<file path="src/rtl/alu_req_arbiter_if.sv">
// rtl/alu_req_arbiter_if.sv - requester, response and ALU-side signal bundle for alu_req_arbiter
interface alu_req_arbiter_if;
    logic        req0_valid;
    logic        req0_ready;
    logic [1:0]  req0_op;
    logic [7:0]  req0_a;
    logic [7:0]  req0_b;
    logic        req0_cin;

    logic        req1_valid;
    logic        req1_ready;
    logic [1:0]  req1_op;
    logic [7:0]  req1_a;
    logic [7:0]  req1_b;
    logic        req1_cin;

    logic        rsp_valid;
    logic        rsp_ready;
    logic        rsp_id;
    logic [11:0] rsp_result;
    logic        rsp_carry;
    logic        busy;

    logic [1:0]  alu_sel;
    logic [3:0]  alu_a4;
    logic [3:0]  alu_b4;
    logic [5:0]  alu_a6;
    logic [5:0]  alu_b6;
    logic [7:0]  alu_a8;
    logic [7:0]  alu_b8;
    logic        alu_cin;
    logic [11:0] alu_result;
    logic        alu_carry;

    // Arbiter side
    modport slave (
        input  req0_valid, req0_op, req0_a, req0_b, req0_cin,
        input  req1_valid, req1_op, req1_a, req1_b, req1_cin,
        input  rsp_ready, alu_result, alu_carry,
        output req0_ready, req1_ready,
        output rsp_valid, rsp_id, rsp_result, rsp_carry, busy,
        output alu_sel, alu_a4, alu_b4, alu_a6, alu_b6, alu_a8, alu_b8, alu_cin
    );

    // Requesters, response consumer and ALU side
    modport master (
        output req0_valid, req0_op, req0_a, req0_b, req0_cin,
        output req1_valid, req1_op, req1_a, req1_b, req1_cin,
        output rsp_ready, alu_result, alu_carry,
        input  req0_ready, req1_ready,
        input  rsp_valid, rsp_id, rsp_result, rsp_carry, busy,
        input  alu_sel, alu_a4, alu_b4, alu_a6, alu_b6, alu_a8, alu_b8, alu_cin
    );
endinterface

</file>
<file path="src/rtl/alu_req_arbiter.sv">
// rtl/alu_req_arbiter.sv - round-robin sharing of one external ALU between two requesters
module alu_req_arbiter #(
    parameter int SETTLE_CYCLES = 1,
    parameter int CNT_W         = 4
) (
    input logic              clk,
    input logic              rst_n,
    alu_req_arbiter_if.slave bus
);

    typedef enum logic [1:0] {
        IDLE   = 2'd0,
        SETTLE = 2'd1,
        RESP   = 2'd2
    } state_t;

    state_t         state;
    logic           ptr;          // 0 favours requester 0, 1 favours requester 1
    logic [CNT_W-1:0] cnt;
    logic [1:0]     op_q;
    logic           id_q;

    logic           rsp_valid_q;
    logic           rsp_id_q;
    logic [11:0]    rsp_result_q;
    logic           rsp_carry_q;
    logic           busy_q;

    logic [1:0]     alu_sel_q;
    logic [3:0]     alu_a4_q;
    logic [3:0]     alu_b4_q;
    logic [5:0]     alu_a6_q;
    logic [5:0]     alu_b6_q;
    logic [7:0]     alu_a8_q;
    logic [7:0]     alu_b8_q;
    logic           alu_cin_q;

    logic           grant0;
    logic           grant1;
    logic [1:0]     sel_op;
    logic [7:0]     sel_a;
    logic [7:0]     sel_b;
    logic           sel_cin;

    // Round-robin grant, offered only in IDLE and never while reset is held
    always_comb begin
        grant0 = 1'b0;
        grant1 = 1'b0;
        if (rst_n && state == IDLE) begin
            grant0 = bus.req0_valid && (!bus.req1_valid || !ptr);
            grant1 = bus.req1_valid && (!bus.req0_valid ||  ptr);
        end
    end

    // Operand mux toward the granted requester
    always_comb begin
        if (grant1) begin
            sel_op  = bus.req1_op;
            sel_a   = bus.req1_a;
            sel_b   = bus.req1_b;
            sel_cin = bus.req1_cin;
        end else begin
            sel_op  = bus.req0_op;
            sel_a   = bus.req0_a;
            sel_b   = bus.req0_b;
            sel_cin = bus.req0_cin;
        end
    end

    // Main FSM: accept, hold ALU operands for the settle time, capture, present response
    always_ff @(posedge clk or negedge rst_n) begin
        if (!rst_n) begin
            state        <= IDLE;
            ptr          <= 1'b0;
            cnt          <= '0;
            op_q         <= 2'b00;
            id_q         <= 1'b0;
            rsp_valid_q  <= 1'b0;
            rsp_id_q     <= 1'b0;
            rsp_result_q <= '0;
            rsp_carry_q  <= 1'b0;
            busy_q       <= 1'b0;
            alu_sel_q    <= 2'b00;
            alu_a4_q     <= '0;
            alu_b4_q     <= '0;
            alu_a6_q     <= '0;
            alu_b6_q     <= '0;
            alu_a8_q     <= '0;
            alu_b8_q     <= '0;
            alu_cin_q    <= 1'b0;
        end else begin
            case (state)
                IDLE: begin
                    if (grant0 || grant1) begin
                        op_q      <= sel_op;
                        id_q      <= grant1;
                        ptr       <= ~grant1;
                        cnt       <= CNT_W'(SETTLE_CYCLES);
                        busy_q    <= 1'b1;
                        state     <= SETTLE;
                        alu_sel_q <= sel_op;
                        // Ports the op does not use stay at zero
                        alu_a4_q  <= '0;
                        alu_b4_q  <= '0;
                        alu_a6_q  <= '0;
                        alu_b6_q  <= '0;
                        alu_a8_q  <= '0;
                        alu_b8_q  <= '0;
                        alu_cin_q <= sel_op[1] ? 1'b0 : sel_cin;
                        case (sel_op)
                            2'b01: begin
                                alu_a8_q <= sel_a;
                                alu_b8_q <= sel_b;
                            end
                            2'b10: begin
                                alu_a6_q <= sel_a[5:0];
                                alu_b6_q <= sel_b[5:0];
                            end
                            default: begin
                                alu_a4_q <= sel_a[3:0];
                                alu_b4_q <= sel_b[3:0];
                            end
                        endcase
                    end
                end
                SETTLE: begin
                    cnt <= cnt - CNT_W'(1);
                    if (cnt == CNT_W'(1)) begin
                        rsp_result_q <= bus.alu_result;
                        rsp_carry_q  <= op_q[1] ? 1'b0 : bus.alu_carry;
                        rsp_id_q     <= id_q;
                        rsp_valid_q  <= 1'b1;
                        alu_sel_q    <= 2'b00;
                        alu_a4_q     <= '0;
                        alu_b4_q     <= '0;
                        alu_a6_q     <= '0;
                        alu_b6_q     <= '0;
                        alu_a8_q     <= '0;
                        alu_b8_q     <= '0;
                        alu_cin_q    <= 1'b0;
                        state        <= RESP;
                    end
                end
                RESP: begin
                    if (bus.rsp_ready) begin
                        rsp_valid_q <= 1'b0;
                        busy_q      <= 1'b0;
                        state       <= IDLE;
                    end
                end
                default: begin
                    state <= IDLE;
                end
            endcase
        end
    end

    assign bus.req0_ready = grant0;
    assign bus.req1_ready = grant1;
    assign bus.rsp_valid  = rsp_valid_q;
    assign bus.rsp_id     = rsp_id_q;
    assign bus.rsp_result = rsp_result_q;
    assign bus.rsp_carry  = rsp_carry_q;
    assign bus.busy       = busy_q;
    assign bus.alu_sel    = alu_sel_q;
    assign bus.alu_a4     = alu_a4_q;
    assign bus.alu_b4     = alu_b4_q;
    assign bus.alu_a6     = alu_a6_q;
    assign bus.alu_b6     = alu_b6_q;
    assign bus.alu_a8     = alu_a8_q;
    assign bus.alu_b8     = alu_b8_q;
    assign bus.alu_cin    = alu_cin_q;

endmodule

</file>
<file path="src/flat_wrapper.sv">
// flat-port wrapper written by rule: the top's interface ports become plain ports
module alu_req_arbiter_flat 
#(
    parameter int SETTLE_CYCLES = 1,
    parameter int CNT_W         = 4
)
  (clk, rst_n, bus_req0_valid, bus_req0_op, bus_req0_a, bus_req0_b, bus_req0_cin, bus_req1_valid, bus_req1_op, bus_req1_a, bus_req1_b, bus_req1_cin, bus_rsp_ready, bus_alu_result, bus_alu_carry, bus_req0_ready, bus_req1_ready, bus_rsp_valid, bus_rsp_id, bus_rsp_result, bus_rsp_carry, bus_busy, bus_alu_sel, bus_alu_a4, bus_alu_b4, bus_alu_a6, bus_alu_b6, bus_alu_a8, bus_alu_b8, bus_alu_cin);
  alu_req_arbiter_if bus_i ();
  input logic clk;
  input logic rst_n;
  input wire logic [$bits(bus_i.req0_valid)-1:0] bus_req0_valid;
  input wire logic [$bits(bus_i.req0_op)-1:0] bus_req0_op;
  input wire logic [$bits(bus_i.req0_a)-1:0] bus_req0_a;
  input wire logic [$bits(bus_i.req0_b)-1:0] bus_req0_b;
  input wire logic [$bits(bus_i.req0_cin)-1:0] bus_req0_cin;
  input wire logic [$bits(bus_i.req1_valid)-1:0] bus_req1_valid;
  input wire logic [$bits(bus_i.req1_op)-1:0] bus_req1_op;
  input wire logic [$bits(bus_i.req1_a)-1:0] bus_req1_a;
  input wire logic [$bits(bus_i.req1_b)-1:0] bus_req1_b;
  input wire logic [$bits(bus_i.req1_cin)-1:0] bus_req1_cin;
  input wire logic [$bits(bus_i.rsp_ready)-1:0] bus_rsp_ready;
  input wire logic [$bits(bus_i.alu_result)-1:0] bus_alu_result;
  input wire logic [$bits(bus_i.alu_carry)-1:0] bus_alu_carry;
  output wire logic [$bits(bus_i.req0_ready)-1:0] bus_req0_ready;
  output wire logic [$bits(bus_i.req1_ready)-1:0] bus_req1_ready;
  output wire logic [$bits(bus_i.rsp_valid)-1:0] bus_rsp_valid;
  output wire logic [$bits(bus_i.rsp_id)-1:0] bus_rsp_id;
  output wire logic [$bits(bus_i.rsp_result)-1:0] bus_rsp_result;
  output wire logic [$bits(bus_i.rsp_carry)-1:0] bus_rsp_carry;
  output wire logic [$bits(bus_i.busy)-1:0] bus_busy;
  output wire logic [$bits(bus_i.alu_sel)-1:0] bus_alu_sel;
  output wire logic [$bits(bus_i.alu_a4)-1:0] bus_alu_a4;
  output wire logic [$bits(bus_i.alu_b4)-1:0] bus_alu_b4;
  output wire logic [$bits(bus_i.alu_a6)-1:0] bus_alu_a6;
  output wire logic [$bits(bus_i.alu_b6)-1:0] bus_alu_b6;
  output wire logic [$bits(bus_i.alu_a8)-1:0] bus_alu_a8;
  output wire logic [$bits(bus_i.alu_b8)-1:0] bus_alu_b8;
  output wire logic [$bits(bus_i.alu_cin)-1:0] bus_alu_cin;
  assign bus_i.req0_valid = bus_req0_valid;
  assign bus_i.req0_op = bus_req0_op;
  assign bus_i.req0_a = bus_req0_a;
  assign bus_i.req0_b = bus_req0_b;
  assign bus_i.req0_cin = bus_req0_cin;
  assign bus_i.req1_valid = bus_req1_valid;
  assign bus_i.req1_op = bus_req1_op;
  assign bus_i.req1_a = bus_req1_a;
  assign bus_i.req1_b = bus_req1_b;
  assign bus_i.req1_cin = bus_req1_cin;
  assign bus_i.rsp_ready = bus_rsp_ready;
  assign bus_i.alu_result = bus_alu_result;
  assign bus_i.alu_carry = bus_alu_carry;
  assign bus_req0_ready = bus_i.req0_ready;
  assign bus_req1_ready = bus_i.req1_ready;
  assign bus_rsp_valid = bus_i.rsp_valid;
  assign bus_rsp_id = bus_i.rsp_id;
  assign bus_rsp_result = bus_i.rsp_result;
  assign bus_rsp_carry = bus_i.rsp_carry;
  assign bus_busy = bus_i.busy;
  assign bus_alu_sel = bus_i.alu_sel;
  assign bus_alu_a4 = bus_i.alu_a4;
  assign bus_alu_b4 = bus_i.alu_b4;
  assign bus_alu_a6 = bus_i.alu_a6;
  assign bus_alu_b6 = bus_i.alu_b6;
  assign bus_alu_a8 = bus_i.alu_a8;
  assign bus_alu_b8 = bus_i.alu_b8;
  assign bus_alu_cin = bus_i.alu_cin;
  alu_req_arbiter #(.SETTLE_CYCLES(SETTLE_CYCLES), .CNT_W(CNT_W)) u_core (.clk(clk), .rst_n(rst_n), .bus(bus_i));
endmodule
</file>
<file path="config.mk">
export PLATFORM = sky130hd
export DESIGN_NAME = alu_req_arbiter_flat
export DESIGN_NICKNAME = d
export VERILOG_FILES = /design/src/rtl/alu_req_arbiter_if.sv /design/src/rtl/alu_req_arbiter.sv /design/src/flat_wrapper.sv
export SDC_FILE = /design/constraint.sdc
export NUM_CORES = 1
export LEC_CHECK = 0
export ABC_AREA = 1
export ABC_CLOCK_PERIOD_IN_PS = 4100
export BUFFER_PORTS_ARGS = -buffer_cell sky130_fd_sc_hd__clkbuf_2
export CAP_MARGIN = 20
export CORE_MARGIN = 5
export CORE_UTILIZATION = 45
export CTS_CLUSTER_SIZE = 25
export DETAILED_ROUTE_END_ITERATION = 10
export GPL_ROUTABILITY_DRIVEN = 0
export GPL_TIMING_DRIVEN = 0
export PLACE_DENSITY = 0.74
export SETUP_SLACK_MARGIN = 0.3
export SLEW_MARGIN = 40
export SYNTH_ARGS = -nofsm -noshare
export SYNTH_HDL_FRONTEND = slang
export SYNTH_SLANG_ARGS = --single-unit
</file>
<file path="constraint.sdc">
create_clock -name clk -period 4.1 [get_ports clk]
set_input_delay 1.025 -clock clk [delete_from_list [all_inputs] [get_ports clk]]
set_output_delay 1.025 -clock clk [all_outputs]
set_load 0.02 [all_outputs]
</file>
==> metrics.txt <==
Die H 91.8 µm; ant diodes 0; fin crit share 0.821; Pre-antenna DRT Iters 4; H-tree depth 3; CTS sink cnt 64; setup violators final 0; post-CTS setup buffers 0; cell family with most CP delay buffers and inverters; post-synthesis sequential area ratio 0.532; Residual DRC 0; placed cell areas 3670 µm²; TritonCTS Buffers 9; CTS max path bufs 2; Reg2Reg Setup Slack between 2 and 2.5 ns; CP Data Arrival Time between 2 and 2.5 ns; die span in x slightly above 90 µm; DR WL met3 about 770 µm; die area ~8400 µm²; hold_sp u_core.bus.rsp_result[6]; Starting Density 0.468; largest net degree at the start of global routing 67; Worst Clk Skew 0.0198 ns; Hold WC Path Type reg -> reg; count of different cell masters after synthesis 23; Worst Path Max Fanout 66; Worst Setup Start Kind input pin; worst path cell trace clkbuf_8 -> nand3_4 -> nor2_4 -> buf_2 -> clkbuf_2; post-route ant nets 0; core footprint ~6400 µm²; Final WS setup approximately 0.73 ns; Final nets 554; total gr overflow 0; Worst R2R Start u_core.state[1]; Fillers 605; peak supply drop about 0.44 mV; layout cell share with drive strength beyond 1 0.327; LEAKAGE around 2.3 nW; Worst EP required ~3.1 ns; num rows 29; worst-margin pin slew 0.534 ns; PortBufs between 100 and 150; #FFs+latches synth 64; wl on met1 roughly 3.3 mm; hold depth 2; Area growth, synth to finish 28.7%; routed wl met2 between 3 and 4 mm; Worst Setup End Kind output port; DR WL/cell ~14 µm; initial antenna violation count 0; Slew Limit Fails 0; vias post-DR between 2k and 3k; commonest non-fill, non-tap cell in the layout nand2_1; post-synth net total ~430; initial drt markers between 100 and 150; Hold Crit Endpoint u_core.bus.rsp_result[6]; Mean Syn Cell Area roughly 8.1 µm²; switching share of power 0.454; number of global-route vias before repair 2866; Synthesis Warnings 0; worst skew pair latency ~0.35 ns; Final Hold Vio Count 0; num ports 113; Root Buffer clkbuf_8; final core occ 0.603; setup slack after placement about 0.7 ns; max incr delay on CP around 0.42 ns; Setup CP Type in -> out; switching power total between 1 and 1.5 mW; crit path max-delay cell type clkbuf_8; clock share of power 0.180; top layer in use met4; Slew HR 0.644; DR vias/cell between 4 and 5; Worst-path clk slew ~0.07 ns; max_cap viols 0; RSZ-0062 raised after global routing no; crit path time final roughly 3.4 ns; Pint 1.66 mW; reg2reg path depth 8; Crit path buffers/inverters 3; dpl hpwl a little over 6 mm; Total Wirelength 7.96 mm; Design Area, Final 3870 µm²; status finished, final reports clean; r2r endpoint u_core.bus.alu_a4[0]; Cells after Synth approximately 370; Comb pwr share 0.461; setup TNS 0 ns; maximum clock frequency 297 MHz; sequential share of power 0.359; first-pass GRT wire length roughly 13 mm; CTS tree done; PostCTS Resize Cnt 0; Synth Cell Area roughly 3000 µm²; GRT Util Overall 0.195; most frequent cells in the layout nand2_1, clkbuf_2, dfrtp_1; Power per Cell Area a little under 800 nW/µm²; CTS Hold Bufs 0
registers in the layout, indices dropped and copies added (netlist names):
register               flops
u_core.bus.alu_b4          4
u_core.bus.rsp_result     12
u_core.bus.alu_a8          8
u_core.bus.alu_b6          6
u_core.op_q                1
u_core.bus.alu_a6          6
u_core.ptr                 1
u_core.bus.busy            1
u_core.bus.alu_b8          8
u_core.bus.rsp_carry       1
u_core.id_q                1
u_core.cnt                 4
u_core.bus.alu_cin         1
u_core.state               2
u_core.bus.rsp_valid       1
u_core.bus.alu_sel         2
u_core.bus.alu_a4          4
u_core.bus.rsp_id          1
worst max-delay path by stage:
stage | startpoint | end | slack (ns) | cells past startpoint
final | rst_n | bus_req1_ready | 0.73 | 5
after global routing | rst_n | bus_req1_ready | 0.56 | 5
after CTS | rst_n | bus_req1_ready | 0.69 | 5
after detailed placement | rst_n | bus_req1_ready | 0.69 | 5
after global placement | rst_n | bus_req1_ready | -0.17 | 5
after floorplan | bus_req1_valid | bus_req0_ready | 1.56 | 3
cells in the mapped netlist, drive strengths merged:
cell | n | area share
nand2 | 172 | 0.23
dfrtp | 64 | 0.53
nor2 | 37 | 0.068
inv | 30 | 0.037
nand3 | 27 | 0.049
o21ai | 22 | 0.037
buf | 12 | 0.023
a21oi | 3 | 0.0087
ha | 2 | 0.0083
a21boi | 1 | 0.0037
a31oi | 1 | 0.0021
clkbuf | 1 | 0.0012
o22ai | 1 | 0.0021
through the flow:
step	std cells	total power [mW]	hold slack [ns]
6_report	578	3.04	0.475
2_1_floorplan	373	2.01	0.459
5_1_grt	578	3.27	0.506
3_5_place_dp	562	2.52	0.461
4_1_cts	578	3.07	0.479
3_3_place_gp	562	2.47	0.456
area by class of cell:
class                           instances  area (µm²)  share of cell area
Buffer                                 13        72.6              0.0187
Clock buffer                           12         145              0.0375
Clock inverter                          4        53.8              0.0139
Inverter                               30         113              0.0291
Multi-Input combinational cell        266        1220               0.315
Sequential cell                        64        1600               0.414
Tap cell                               77        96.3              0.0249
Timing Repair Buffer                  112         569               0.147
power by group through the flow:
stage          clock, mW  combinational [mW]  sequential, mW
6_report           0.546                1.40            1.09
5_1_grt            0.584                1.56            1.13
4_1_cts            0.557                1.42            1.09
3_5_place_dp           0                1.42            1.10
3_3_place_gp           0                1.38            1.09
2_1_floorplan          0               0.638            1.37
per-layer routing:
layer | vias up | global-route usage
li1 | 1396 | -
met1 | 1331 | 0.248
met2 | 106 | 0.316
met3 | 16 | 0.0532
met4 | 0 | 0.0817
met5 | - | 0
logic make-up (layout without fill, tap and decap cells):
group / after synthesis / after routing / share of synthesized area
simple gates: 236 / 236 / 0.344
flops: 64 / 64 / 0.532
buf+inv: 43 / 171 / 0.0616
compound gates: 28 / 28 / 0.0533
fa+ha+maj: 2 / 2 / 0.00832
worst reg2reg max path, delay by kind of cell, from the launching register on:
family          cells  cell delay (ns)
compound gates      1             0.11
buf+inv             2             0.36
flops               1             0.40
simple gates        5             0.71
(Power assumes the default switching activity.)
